File: config.mk
export PLATFORM = sky130hd
export DESIGN_NAME = fifo_burst_reader
export DESIGN_NICKNAME = d
export VERILOG_FILES = /design/src/rtl/fifo_burst_reader_pkg.sv /design/src/rtl/fifo_burst_reader_pacer.sv /design/src/rtl/fifo_burst_reader.sv
export SDC_FILE = /design/constraint.sdc
export NUM_CORES = 1
export LEC_CHECK = 0
export CAP_MARGIN = 20
export CORE_UTILIZATION = 30
export CTS_CLUSTER_DIAMETER = 60
export DETAILED_ROUTE_END_ITERATION = 8
export GPL_ROUTABILITY_DRIVEN = 0
export PLACE_DENSITY = 0.61
export SKIP_LAST_GASP = 1
export SLEW_MARGIN = 20
export SYNTH_ARGS = -nofsm -noshare
export SYNTH_HDL_FRONTEND = slang
export SYNTH_SLANG_ARGS = --single-unit
File: constraint.sdc
create_clock -name rclk -period 1.8 [get_ports rclk]
set_input_delay 0.18 -clock rclk [delete_from_list [all_inputs] [get_ports rclk]]
set_output_delay 0.18 -clock rclk [all_outputs]
set_load 0.1 [all_outputs]
File: src/rtl/fifo_burst_reader_pkg.sv
// Shared constants and state encoding for the async-FIFO read-side burst consumer.
package fifo_burst_reader_pkg;

    localparam int DATASIZE     = 8;
    localparam int READ_PERIOD  = 1;
    localparam int BURST_LENGTH = 1024;

    typedef enum logic [1:0] {
        IDLE = 2'd0,
        GAP  = 2'd1,
        READ = 2'd2,
        DONE = 2'd3
    } rd_state_t;

endpackage

File: src/rtl/fifo_burst_reader_pacer.sv
// fifo_rd_pacer: counts idle cycles between reads and flags the last one.
module fifo_rd_pacer #(
    parameter int READ_PERIOD = fifo_burst_reader_pkg::READ_PERIOD
) (
    input  logic rclk,
    input  logic rrst_n,
    input  logic clear,
    input  logic enable,
    output logic expire
);

    localparam int GAP_W = (READ_PERIOD > 1) ? $clog2(READ_PERIOD) : 1;
    localparam logic [GAP_W-1:0] LAST_GAP = GAP_W'((READ_PERIOD > 0) ? READ_PERIOD - 1 : 0);

    logic [GAP_W-1:0] gap_cnt_q, gap_cnt_d;

    // NOTE: every always_comb output gets its hold value first, so no path can infer a latch.
    always_comb begin
        gap_cnt_d = gap_cnt_q;
        if (clear) begin
            gap_cnt_d = '0;
        end else if (enable) begin
            gap_cnt_d = gap_cnt_q + GAP_W'(1);
        end
    end

    // NOTE: state flops use non-blocking assignments so all registers update from pre-edge values.
    always_ff @(posedge rclk or negedge rrst_n) begin
        if (!rrst_n) begin
            gap_cnt_q <= '0;
        end else begin
            gap_cnt_q <= gap_cnt_d;
        end
    end

    assign expire = (gap_cnt_q == LAST_GAP);

endmodule

File: src/rtl/fifo_burst_reader.sv
// Drains one burst from the async FIFO per start pulse, paced by idle gaps, into a valid/ready register.
// Optional running checksum of popped words is enabled by defining FIFO_RD_CHECKSUM_EN.
module fifo_burst_reader #(
    parameter int DATASIZE     = fifo_burst_reader_pkg::DATASIZE,
    parameter int READ_PERIOD  = fifo_burst_reader_pkg::READ_PERIOD,
    parameter int BURST_LENGTH = fifo_burst_reader_pkg::BURST_LENGTH
) (
    input  logic                          rclk,
    input  logic                          rrst_n,
    input  logic                          start,
    input  logic                          rempty,
    input  logic [DATASIZE-1:0]           rdata,
    output logic                          rinc,
    output logic                          out_valid,
    input  logic                          out_ready,
    output logic [DATASIZE-1:0]           out_data,
    output logic                          busy,
    output logic                          done,
    output logic [$clog2(BURST_LENGTH):0] word_cnt,
    output logic [DATASIZE-1:0]           checksum
);

    import fifo_burst_reader_pkg::*;

    localparam int CNT_W = $clog2(BURST_LENGTH) + 1;
    localparam logic [CNT_W-1:0] LAST_WORD = CNT_W'(BURST_LENGTH - 1);

    rd_state_t           state_q, state_d;
    logic [CNT_W-1:0]    word_cnt_q, word_cnt_d;
    logic [DATASIZE-1:0] out_data_q, out_data_d;
    logic                out_valid_q, out_valid_d;
    logic                pop;
    logic                gap_clear, gap_en, gap_expire;

    fifo_rd_pacer #(
        .READ_PERIOD (READ_PERIOD)
    ) u_pacer (
        .rclk   (rclk),
        .rrst_n (rrst_n),
        .clear  (gap_clear),
        .enable (gap_en),
        .expire (gap_expire)
    );

    always_comb begin
        state_d     = state_q;
        word_cnt_d  = word_cnt_q;
        out_data_d  = out_data_q;
        out_valid_d = out_valid_q;
        pop         = 1'b0;
        gap_clear   = 1'b1;
        gap_en      = 1'b0;

        // An accept empties the register; a pop below may reload it in the same cycle.
        if (out_valid_q && out_ready) begin
            out_valid_d = 1'b0;
        end

        case (state_q)
            IDLE: begin
                if (start) begin
                    word_cnt_d = '0;
                    state_d    = (READ_PERIOD == 0) ? READ : GAP;
                end
            end
            GAP: begin
                gap_clear = 1'b0;
                gap_en    = 1'b1;
                if (gap_expire) begin
                    state_d = READ;
                end
            end
            READ: begin
                pop = !rempty && (!out_valid_q || out_ready);
                if (pop) begin
                    out_data_d  = rdata;
                    out_valid_d = 1'b1;
                    word_cnt_d  = word_cnt_q + CNT_W'(1);
                    if (word_cnt_q == LAST_WORD) begin
                        state_d = DONE;
                    end else if (READ_PERIOD != 0) begin
                        state_d = GAP;
                    end
                end
            end
            DONE: begin
                state_d = IDLE;
            end
            default: begin
                state_d = IDLE;
            end
        endcase
    end

    always_ff @(posedge rclk or negedge rrst_n) begin
        if (!rrst_n) begin
            state_q     <= IDLE;
            word_cnt_q  <= '0;
            out_data_q  <= '0;
            out_valid_q <= 1'b0;
        end else begin
            state_q     <= state_d;
            word_cnt_q  <= word_cnt_d;
            out_data_q  <= out_data_d;
            out_valid_q <= out_valid_d;
        end
    end

`ifdef FIFO_RD_CHECKSUM_EN
    logic [DATASIZE-1:0] checksum_q, checksum_d;
    logic                sum_clear;

    assign sum_clear = (state_q == IDLE) && start;

    always_comb begin
        checksum_d = checksum_q;
        if (sum_clear) begin
            checksum_d = '0;
        end else if (pop) begin
            checksum_d = checksum_q + rdata;
        end
    end

    always_ff @(posedge rclk or negedge rrst_n) begin
        if (!rrst_n) begin
            checksum_q <= '0;
        end else begin
            checksum_q <= checksum_d;
        end
    end

    assign checksum = checksum_q;
`else
    assign checksum = '0;
`endif

    assign rinc      = pop;
    assign out_valid = out_valid_q;
    assign out_data  = out_data_q;
    assign busy      = (state_q != IDLE);
    assign done      = (state_q == DONE);
    assign word_cnt  = word_cnt_q;

endmodule

# Word-level counts from Yosys, hierarchy flattened
# Cells that the tools add are included.
[classes]
n_addsub = 2
reduce_logical = 11
n_eq_ne = 8
muxes = 15
[ops]
columns = ["op", "count"]
rows = [
  ["11-bit 2-to-1 mux", 2],
  ["11-bit case mux with 2 select lines", 1],
  ["11-bit by 1-bit adder with 11-bit output (second input constant)", 1],
  ["11-bit by 10-bit == test with 1-bit output (second input constant)", 1],
  ["2-bit 2-to-1 mux", 4],
  ["2-bit != test (second input constant)", 4],
  ["2-bit case mux with 4 select lines", 1],
  ["1-bit 2-to-1 mux", 7],
  ["3-bit AND reduction", 2],
  ["2-bit == test (second input constant)", 2],
  ["2-bit nonzero test", 2],
  ["2-bit by 1-bit == test with 1-bit output (second input constant)", 1],
  ["1-bit logical AND", 2],
  ["1-bit zero test", 2],
  ["2-bit zero test", 1],
  ["2-bit AND reduction", 1],
  ["1-bit adder (second input constant)", 1],
  ["1-bit logical OR", 1],
]
[word_totals]
reg_bits = 23
out_inout_bits = 31

# Depth between registers and ports, before layout
[logic_depth]
ltp_word = 5
mapped_depth = 6
mapped_depth_nobuf = 5

# Modules after synthesis
# A second synthesis with hierarchy kept.
[hier_totals]
cells_unflattened = 125
area_unflattened_um2 = 1144.8
[by_module_without_submodules]
columns = ["module", "area_per_inst_um2", "cells_per_inst", "seq_area_each_um2", "instances"]
rows = [
  ["fifo_burst_reader", 1103.6, 121, 550.5, 1],
  ["fifo_rd_pacer", 41.3, 4, 25.0, 1],
]

# Worst setup path after synthesis
# Ideal clock, no wire load.
[synth_timing]
path_type = "reg-to-reg"
startpoint = "reg word_cnt_q[0], in the netlist word_cnt[0]"
endpoint = "reg word_cnt_q[10], in the netlist word_cnt[10]"
path_slack_ns = -0.419
stages_incl_launch_ff = 6
arrival_time_ns = 2.140
period_less_slack_ns = 2.219
n_path_buf = 0
cell_sequence = "dfrtp_1 -> ha_1 -> and3_1 -> nand4_1 -> or4_1 -> a21oi_1"
[synth_between]
elab_chain_len = 3
[synth_rtl]
columns = ["item", "line_no", "text"]
rows = [
  ["start, declared", "fifo_burst_reader.sv:29", "logic [CNT_W-1:0] word_cnt_q, word_cnt_d;"],
  ["start signal, assigned", "fifo_burst_reader.sv:103", "word_cnt_q <= word_cnt_d;"],
  ["11-bit by 1-bit adder with 11-bit output", "fifo_burst_reader.sv:78", "word_cnt_d = word_cnt_q + CNT_W'(1);"],
  ["11-bit 2-to-1 mux", "fifo_burst_reader.sv:75", "if (pop) begin"],
  ["11-bit case mux with 2 select lines", "fifo_burst_reader.sv:59", "case (state_q)"],
]
# Every way passes these cells. The select of a mux whose other input is x is not followed.
# A chain may end at the register's enable or synchronous reset.

# Worst setup path after layout
[layout_timing]
startpoint = "reg state_q[0]"
endpoint = "out rinc"
[layout_between]
elab_chain_len = 2
[layout_rtl]
columns = ["item", "line_no", "text"]
rows = [
  ["start, declared", "fifo_burst_reader.sv:28", "rd_state_t state_q, state_d;"],
  ["start signal, assigned", "fifo_burst_reader.sv:102", "state_q <= state_d;"],
  ["2-bit == test", "fifo_burst_reader.sv:59", ""],
  ["1-bit 2-to-1 mux", "fifo_burst_reader.sv:59", ""],
  ["end, declared", "fifo_burst_reader.sv:13", "output logic rinc,"],
]
# Every way passes these cells.

==> out/qor.txt <==
====================================================================================
Die Y                                                                        64.7 um
Highest attainable clock frequency                                           582 MHz
Post-synthesis adder-cell area fraction                                       0.0106
Initial antenna violation count                                                    0
CTS tree                                                                         yes
HPWL after detailed placement                                                1920 um
Post-synth top area share                                                      0.488
Worst EP required                                                            1.62 ns
Max Transition Viols Final                                                         0
Setup slack after layout                                                   0.0810 ns
DR vias                                                                          932
Synthesis warning total                                                            0
Leakage power summed over all cells                                         0.733 nW
Number of storage elements in the synthesis netlist                               23
Startpoint type of the worst setup path                                     register
Register area                                                               601 um^2
Hold crit path type                                                      in -> async
Number of input and output port buffers inserted                                  35
Per-cell via count in the routed design                                         4.73
Clock transition at the registers of the reported paths                      0.08 ns
Cell area after layout                                                     1650 um^2
Share of the synthesized area in compound gates (AO/OA/AOI/OAI)               0.0648
Total detailed-routing wirelength                                            2510 um
I/O pin total                                                                     44
Total grt overflow                                                                 0
Final hold slack                                                            0.263 ns
Largest family of logic cells by synthesized area                       simple AND/OR/NAND/NOR gates
Unique masters post-synth                                                         35
First-pass GRT wire length                                                   4360 um
Largest area contributor in the synthesized netlist                     sky130_fd_sc_hd__dfrtp_1
Net count, final                                                                 164
Area of combinational cells with multiple inputs                            547 um^2
Horizontal die dimension                                                     64.7 um
Max H-tree Level                                                                   1
Outcome                                                                 complete, no violations
Total placed instance area                                                 1590 um^2
Sequential cell area fraction in the yosys report                              0.488
Post-synth EDFFs                                                                   0
Power per standard cell area                                            1900 nW/um^2
Clock Path Buffers                                                                 2
Critical path peak fanout                                                         11
Remaining DRCs                                                                     0
Via count of the first global-routing pass                                       966
Final Hold Viols                                                                   0
Cell types with the largest area share after synthesis                  sky130_fd_sc_hd__dfrtp_1 49%, sky130_fd_sc_hd__mux2_2 7.6%, sky130_fd_sc_hd__buf_4 6.4%
RSZ-0062 raised after global routing                                              no
Router iterations before antenna repair                                            4
Number of nets still failing antenna checks after routing                          0
Clk sinks                                                                         23
Layout Cells excl Fill                                                           197
Number of standard-cell rows in the floorplan                                     22
Proportion of synthesized flip-flops having asynchronous set or reset           1.00
TritonCTS buffer count                                                             3
Count of inserted antenna diode cells                                              0
Type of the worst setup path                                              reg -> out
Setup slack at placement                                                   0.0407 ns
Share of the cycle needed by the critical path after routing                   0.955
Fraction of final layout cells with drive strength greater than 1              0.403
Post-Synth XOR/XNOR Area                                                      0.0223
Placed insts                                                                     192
Clock latency on the worst-skew pair                                         0.26 ns
Relative area change from synthesis to final layout                            40.1%
Mux share of post-synthesis cell area                                          0.102
Synth Area in Simple Gates                                                     0.229
Max Cap Violations                                                                 0
Master cell of the clock root buffer                                    sky130_fd_sc_hd__clkbuf_8
DR iter-0 viols                                                                   14
Routed wirelength normalized by instance count                               12.7 um
Main synth FF type                                                      sky130_fd_sc_hd__dfrtp_1
Gr usage total                                                                 0.136
Avg Cell Area, Syn                                                         10.9 um^2
Post-synthesis instance area                                               1180 um^2
Effective utilization at floorplan                                             0.317
Total of fill cells in the finished design                                       361
Min Clock Period, post-route                                                 1.72 ns
Critical Path End Type                                                   output port
Final worst clock skew                                                    0.00207 ns
CORE AREA                                                                  3720 um^2
Syn Inst Count                                                                   108
Setup-violating endpoint count in the final report                                 0
Die Outline Area                                                           4180 um^2
Peak supply drop                                                             1250 uV
Maximum number of pins on one net before global-route repair                      24
Data arrival time of the critical path                                       1.54 ns
====================================================================================
==> final cells by class <==
type / count / area share
clock buffer: 4 / 0.0273
inverter: 1 / 0.00227
multi-input combinational: 79 / 0.331
sequential: 23 / 0.364
tap: 48 / 0.0364
timing repair buffer: 42 / 0.239
==> worst max-delay path, stage by stage (launching register included) <==
cell,delay [ns]
sky130_fd_sc_hd__dfrtp_2,0.47
sky130_fd_sc_hd__nand2b_4,0.20
sky130_fd_sc_hd__nor3_4,0.26
sky130_fd_sc_hd__buf_12,0.17
sky130_fd_sc_hd__buf_12,0.17
==> power breakdown <==
part           switching, mW  total (mW)  internal, mW
clock                  0.168       0.326         0.158
combinational           1.44        1.97         0.534
sequential             0.142       0.833         0.691
==> flip-flops by register name, indices dropped and copies added, names as in the netlist <==
name / flops
u_pacer.gap_cnt_q: 1
state_q: 2
out_data: 8
word_cnt: 11
out_valid: 1
==> synthesized netlist by cell type (2+ instances only) <==
library cell / number
sky130_fd_sc_hd__a21oi_1: 4
sky130_fd_sc_hd__buf_4: 10
sky130_fd_sc_hd__dfrtp_1: 23
sky130_fd_sc_hd__mux2_2: 8
sky130_fd_sc_hd__mux2i_1: 3
sky130_fd_sc_hd__nand2_1: 5
sky130_fd_sc_hd__nand3_1: 5
sky130_fd_sc_hd__nand4_1: 2
sky130_fd_sc_hd__nor2_1: 9
sky130_fd_sc_hd__nor4_1: 2
sky130_fd_sc_hd__nor4b_1: 2
sky130_fd_sc_hd__o21ai_0: 2
sky130_fd_sc_hd__o31ai_1: 3
sky130_fd_sc_hd__or2_2: 5
sky130_fd_sc_hd__or4_1: 3
sky130_fd_sc_hd__xnor2_1: 3
==> through the flow <==
| step | util | power [mW] | TNS, ns |
|---|---|---|---|
| floorplan | - | 2.36 | -0.0279 |
| global placement | 0.429 | 2.79 | 0 |
| detailed placement | 0.429 | 2.81 | 0 |
| CTS | 0.444 | 3.17 | 0 |
| global route | 0.444 | 3.27 | 0 |
| finish | 0.444 | 3.13 | 0 |
==> per-layer routing <==
layer,part of all wire,GRT usage,vias up,routed length [um]
met5,0,0,-,0
met4,0.0052,0.0500,0,13
met3,0.060,0.0335,2,150
met2,0.52,0.255,38,1310
met1,0.41,0.146,445,1030
li1,-,-,447,-
==> repair_timing <==
action | in CTS | in global routing
hold buffers | 0 | 0
resized for setup | 2 | 0
setup endpoints to repair | 1 | 0
setup buffers | 1 | 0
==> cells by family after synthesis <==
logic type | count (synthesis)
buffers and inverters | 13
multiplexers | 11
AND/OR/NAND/NOR | 45
adder cells (fa/ha/maj) | 1
XOR/XNOR | 3
other | 1
AO/OA/AOI/OAI | 11
flip-flops | 23
==> placed cells by master, fill, tap and decap left out, types with 4 or more instances in the layout <==
master	count
sky130_fd_sc_hd__a21oi_1	4
sky130_fd_sc_hd__buf_12	4
sky130_fd_sc_hd__buf_4	26
sky130_fd_sc_hd__clkdlybuf4s50_1	12
sky130_fd_sc_hd__conb_1	8
sky130_fd_sc_hd__dfrtp_1	13
sky130_fd_sc_hd__dfrtp_2	5
sky130_fd_sc_hd__dfrtp_4	5
sky130_fd_sc_hd__mux2_2	8
sky130_fd_sc_hd__nand2_1	5
sky130_fd_sc_hd__nand3_1	5
sky130_fd_sc_hd__nor2_1	9
sky130_fd_sc_hd__or2_2	5
==> final timing paths <==
| check | from | depth (start not counted) | to | slack [ns] |
|---|---|---|---|---|
| worst min-delay path | rrst_n | 2 | out_data[7] | 0.26 |
| worst max-delay path | state_q[0] | 4 | rinc | 0.08 |
| worst min register to register | u_pacer.gap_cnt_q | 1 | u_pacer.gap_cnt_q | 0.46 |
| max in group asynchronous | rrst_n | 2 | word_cnt[1] | 1.28 |
| min in group rclk | u_pacer.gap_cnt_q | 1 | u_pacer.gap_cnt_q | 0.46 |
| worst max register to register | word_cnt[0] | 5 | word_cnt[10] | 0.16 |
No activity file was read; power rests on OpenSTA's default activity.
